File: src/rtl/td4_top.sv
// td4_top -- a complete 4-bit TD4-class CPU. It executes one instruction per
// rising clock edge from a 16 x 8-bit ROM image that is supplied as a parameter.
//
// State: general registers A and B, a 4-bit PC, a carry flag C and a 4-bit
// output latch. Every instruction goes through a single 4-bit adder,
// sum5 = src + addend. Instructions other than ADD pick operands that
// cannot overflow, so they always leave C at 0.
//
// Parameters:
//   PROGRAM  ROM image; the byte at address n is PROGRAM[8n+7:8n].
//            The default program is an LED counter.
//
// Ports:
//   clock  in   system clock; all state changes on the rising edge
//   reset  in   asynchronous, active-low; clears A, B, OUT, PC and C
//   sw     in   4-bit input port, sampled by IN A / IN B
//   LED    out  4-bit output port, the OUT latch with no extra delay
module td4_top #(
    parameter logic [127:0] PROGRAM = 128'h0000_0000_0000_0000_0000_0000_F151_9070
) (
    input  logic       clock,
    input  logic       reset,
    input  logic [3:0] sw,
    output logic [3:0] LED
);

    logic [3:0] a;
    logic [3:0] b;
    logic [3:0] out_q;
    logic [3:0] pc;
    logic       c;

    logic [7:0] ins;
    logic [3:0] op;
    logic [3:0] im;

    logic [3:0] src;
    logic [3:0] addend;
    logic [4:0] sum5;
    logic [3:0] result;
    logic       ld_a;
    logic       ld_b;
    logic       ld_out;
    logic [3:0] pc_next;

    function automatic logic [4:0] add5(input logic [3:0] x, input logic [3:0] y);
        return {1'b0, x} + {1'b0, y};
    endfunction

    assign ins    = PROGRAM[{pc, 3'b000} +: 8];
    assign op     = ins[7:4];
    assign im     = ins[3:0];
    assign sum5   = add5(src, addend);
    assign result = sum5[3:0];
    assign LED    = out_q;

    // Decode. When an operand is unused it is left at 0. The defaults turn
    // every unlisted opcode into a NOP that clears C.
    always_comb begin
        src     = 4'd0;
        addend  = 4'd0;
        ld_a    = 1'b0;
        ld_b    = 1'b0;
        ld_out  = 1'b0;
        pc_next = pc + 4'd1;
        case (op)
            4'b0000: begin src = a;  addend = im; ld_a = 1'b1; end  // ADD A,im
            4'b0001: begin src = b;  ld_a = 1'b1; end               // MOV A,B
            4'b0010: begin src = sw; ld_a = 1'b1; end               // IN A
            4'b0011: begin addend = im; ld_a = 1'b1; end            // MOV A,im
            4'b0100: begin src = a;  ld_b = 1'b1; end               // MOV B,A
            4'b0101: begin src = b;  addend = im; ld_b = 1'b1; end  // ADD B,im
            4'b0110: begin src = sw; ld_b = 1'b1; end               // IN B
            4'b0111: begin addend = im; ld_b = 1'b1; end            // MOV B,im
            4'b1001: begin src = b;  ld_out = 1'b1; end             // OUT B
            4'b1011: begin addend = im; ld_out = 1'b1; end          // OUT im
            4'b1110: begin                                          // JNC im
                if (!c) begin
                    pc_next = im;
                end
            end
            4'b1111: pc_next = im;                                  // JMP im
            default: ;
        endcase
    end

    always_ff @(posedge clock or negedge reset) begin
        if (!reset) begin
            a     <= 4'd0;
            b     <= 4'd0;
            out_q <= 4'd0;
            pc    <= 4'd0;
            c     <= 1'b0;
        end else begin
            pc <= pc_next;
            c  <= sum5[4];
            if (ld_a) begin
                a <= result;
            end
            if (ld_b) begin
                b <= result;
            end
            if (ld_out) begin
                out_q <= result;
            end
        end
    end

endmodule

File: config.mk
export PLATFORM = sky130hd
export DESIGN_NAME = td4_top
export DESIGN_NICKNAME = d
export VERILOG_FILES = /design/src/rtl/td4_top.sv
export SDC_FILE = /design/constraint.sdc
export NUM_CORES = 1
export LEC_CHECK = 0
export CORE_MARGIN = 1.5
export CORE_UTILIZATION = 30
export DETAILED_ROUTE_END_ITERATION = 10
export GPL_TIMING_DRIVEN = 0
export MAX_ROUTING_LAYER = met4
export PLACE_DENSITY_LB_ADDON = 0.15
export REMOVE_ABC_BUFFERS = 1
export SETUP_SLACK_MARGIN = 0.4
export SLEW_MARGIN = 20
export SYNTH_ARGS = -nofsm -noshare
export SYNTH_HDL_FRONTEND = slang
export SYNTH_SLANG_ARGS = --single-unit
File: constraint.sdc
create_clock -name clock -period 2.3 [get_ports clock]
set_clock_uncertainty 0.05 [all_clocks]
set_input_delay 0.46 -clock clock [delete_from_list [all_inputs] [get_ports clock]]
set_output_delay 0.46 -clock clock [all_outputs]
set_load 0.1 [all_outputs]
==> impl_metrics.xml <==
<?xml version="1.0" encoding="UTF-8"?>
<metrics>
  <group name="power_and_ir_drop">
    <metric name="switchingPower" unit="uW">91.79</metric>
    <metric name="intPower" unit="uW">329.5</metric>
    <metric name="seqPwrFrac" unit="%">62.5</metric>
    <metric name="cellLeakagePower" unit="nW">0.4505</metric>
    <metric name="post-layout-total-power" unit="uW">421.3</metric>
    <metric name="max-vdd-ir-drop" unit="V">0.0003535</metric>
    <metric name="power_switching_share" unit="%">21.79</metric>
    <metric name="power-per-cell-area" unit="nW/um2">395.2</metric>
    <metric name="power.share.clock" unit="%">35.9</metric>
    <metric name="power.share.combinational" unit="%">1.6</metric>
  </group>
  <group name="placed_design">
    <metric name="placedInstanceArea" unit="um2">884.6</metric>
    <metric name="port_buffers" unit="">5</metric>
    <metric name="dpl.cell_count" unit="">106</metric>
    <metric name="detailed_place_hpwl" unit="um">1035</metric>
    <metric name="gp_congestion" unit="">0.7671</metric>
  </group>
  <group name="clocking">
    <metric name="cts_hold_buf" unit="">0</metric>
    <metric name="clk_latency" unit="ns">0.28</metric>
    <metric name="ctsRootBufferMaster" unit="">clkbuf_4</metric>
    <metric name="numCtsBuffers" unit="">3</metric>
    <metric name="cts-root-to-sink-buffers" unit="">2</metric>
    <metric name="htree_levels" unit="">1</metric>
    <metric name="cts.reportedPaths.clkPinSlew" unit="ns">0.09</metric>
    <metric name="cts.sinks" unit="">15</metric>
    <metric name="tritoncts_clock_tree" unit="">done</metric>
  </group>
  <group name="synth">
    <metric name="synth_warnings" unit="">0</metric>
    <metric name="postSynth.asyncResetShare" unit="%">100.0</metric>
    <metric name="syn-mean-instance-area" unit="um2">10.77</metric>
    <metric name="ys_seq_elements" unit="">15</metric>
    <metric name="cell_type_with_the_largest_total_area_after_synthesis" unit="">dfrtp_1</metric>
    <metric name="synth_enable_flop_cells" unit="">0</metric>
    <metric name="synthDominantCellAreaShare" unit="%">45.25</metric>
    <metric name="synth_cells" unit="">77</metric>
    <metric name="postSynth.topFlopCell" unit="">dfrtp_1</metric>
    <metric name="synth.area.top_cells" unit="">dfrtp_1, mux2_2, ha_1</metric>
    <metric name="synth_area" unit="um2">829.5</metric>
    <metric name="ys_types" unit="">30</metric>
    <metric name="synth_seq_area_share" unit="%">45.25</metric>
  </group>
  <group name="drt">
    <metric name="drt_pass1_iterations" unit="">2</metric>
    <metric name="route.antenna.remaining_nets" unit="">0</metric>
    <metric name="routed-via-count" unit="">586</metric>
    <metric name="vias_per_cell" unit="">4.966</metric>
    <metric name="route.detailed.drc" unit="">0</metric>
    <metric name="drtIter0Drc" unit="">7</metric>
    <metric name="avgRoutedWirePerCell" unit="um">13.80</metric>
    <metric name="wl" unit="um">1628</metric>
  </group>
  <group name="sta">
    <metric name="tightest_slew" unit="ns">0.7039</metric>
    <metric name="period_share" unit="%">87.21</metric>
    <metric name="worst_slack_on_hold_paths" unit="ns">0.4662</metric>
    <metric name="finalSetupViolCount" unit="">0</metric>
    <metric name="setup_tns" unit="ns">0</metric>
    <metric name="timing_hold_violations_final" unit="">0</metric>
    <metric name="unrepaired_setup_endpoints_after_global_routing" unit="">true</metric>
    <metric name="post-route-min-period" unit="ns">2.006</metric>
    <metric name="achievable-frequency" unit="GHz">0.4985</metric>
    <metric name="slew_violations" unit="">0</metric>
    <metric name="max-slew-margin-rel" unit="%">52.93</metric>
  </group>
  <group name="grt">
    <metric name="grt_remaining_overflow" unit="">0</metric>
    <metric name="grt_first_pass_wirelength" unit="um">2849</metric>
    <metric name="grt.total_usage" unit="%">12.32</metric>
    <metric name="grt_antenna_before_repair" unit="">0</metric>
    <metric name="first_global_vias" unit="">615</metric>
    <metric name="largest_net_degree_at_the_start_of_global_routing" unit="">16</metric>
  </group>
  <group name="die">
    <metric name="pin_count" unit="">10</metric>
    <metric name="design.die.area" unit="um2">3090</metric>
    <metric name="dieHeight" unit="um">55.59</metric>
    <metric name="initial_utilization" unit="%">32.60</metric>
    <metric name="coreArea" unit="um2">2545</metric>
    <metric name="placementRows" unit="">18</metric>
    <metric name="die_w" unit="um">55.59</metric>
  </group>
  <group name="layout">
    <metric name="layout_common_cells" unit="">dfrtp_1, mux2_2, buf_4</metric>
    <metric name="fillers" unit="">243</metric>
    <metric name="area_growth_syn_to_layout" unit="%">28.51</metric>
    <metric name="mostFrequentLayoutCell" unit="">dfrtp_1</metric>
    <metric name="post_route_cells_drive_above_1_share" unit="%">47.73</metric>
    <metric name="layout.nets" unit="">99</metric>
    <metric name="layoutNonFillerInstCount" unit="">118</metric>
    <metric name="insertedDiodeCount" unit="">0</metric>
    <metric name="finish.instance_area" unit="um2">1066</metric>
  </group>
  <group name="hold_path">
    <metric name="worstHoldPathType" unit="">reg -&gt; reg</metric>
  </group>
  <group name="setup_path">
    <metric name="worstSetupEndpointType" unit="">register</metric>
    <metric name="cp_max_fo" unit="">4</metric>
    <metric name="startpoint_type" unit="">register</metric>
    <metric name="worstSetupPathType" unit="">reg -&gt; reg</metric>
    <metric name="worst-endpoint-required" unit="ns">2.42</metric>
    <metric name="critical_path_arrival" unit="ns">2.13</metric>
  </group>
  <group name="outcome">
    <metric name="run_status" unit="">completed</metric>
  </group>
  <group name="flow_run">
    <metric name="max_capacitance_violation_count" unit="">0</metric>
  </group>
</metrics>
[final timing paths]
check	startpoint	end	slack (ns)	cells past startpoint
min	a[0]	a[0]	0.47	1
min reg2reg	a[0]	a[0]	0.47	1
max	pc[1]	a[2]	0.29	9
max in group asynchronous	reset	pc[2]	1.17	1
max reg2reg	pc[1]	a[2]	0.29	9
min in group asynchronous	reset	LED[3]	0.54	1
[per-stage QoR]
stage | utilization (%) | setup slack (ns)
after CTS | 41.30 | 0.3224
after detailed placement | 34.76 | -0.2872
after global placement | 34.76 | -0.2789
after floorplan | - | -0.02709
after global routing | 41.89 | 0.2315
final | 41.89 | 0.2941
[cells by family after synthesis]
kind of cell	share of synthesized area (%)
xor+xnor	2.112
fa+ha+maj	6.033
buf+inv	5.731
flops	45.25
compound gates	11.46
simple gates	17.19
mux	12.22
[power groups by stage]
stage	registers, mW	clock network, mW	logic (mW)
2_1_floorplan	0.269	0	0.000000172
3_3_place_gp	0.269	0	0.00716
3_5_place_dp	0.269	0	0.00756
4_1_cts	0.264	0.163	0.00759
5_1_grt	0.264	0.177	0.00792
6_report	0.263	0.151	0.00666
[registers in the layout, indices dropped and copies added, names as in the netlist]
signal,count
LED,4
b,4
a,3
pc,4
[critical path, stage by stage (launching register included)]
cell and delay (ns):
dfrtp_1 0.39, inv_2 0.06, ha_4 0.18, nor2b_4 0.12
nor3_2 0.06, a22o_1 0.21, ha_4 0.19, ha_4 0.16
xor2_2 0.18, mux2_4 0.29
[final cells by class]
class                   count  area, um2  area share [%]
multi-input cells          52      491.7           46.13
flip-flops and latches     15      379.1           35.56
repair buffers             13      115.1           10.80
well taps                  30      37.54           3.521
clock buffers               3      22.52           2.113
inverters                   4      15.01           1.408
clock inverters             1      5.005          0.4695
[layer usage]
metal	global-route usage (%)	share of wire [%]	vias up	routed length, um
li1	-	-	292	-
met2	18.54	48	9	782
met3	5.349	4.3	2	70
met5	-	0	-	0
met1	14.35	46	283	757
met4	5.226	1.1	0	18
[timing repair]
item                       in CTS  in global routing
pin swaps                       3                  0
setup endpoints to repair      15                  7
resized for setup              31                  1
buffers inserted                7                  1
[cells in the mapped netlist (2+ instances only)]
library cell	number
o31ai_1	4
nand2_1	3
nor2_1	4
o21ai_0	4
nand2b_1	4
dfrtp_1	15
ha_1	4
buf_2	2
inv_1	4
mux2_2	9
nand3_1	2
clkbuf_1	3
nor2b_1	2
No activity file was read; power rests on OpenSTA's default activity.
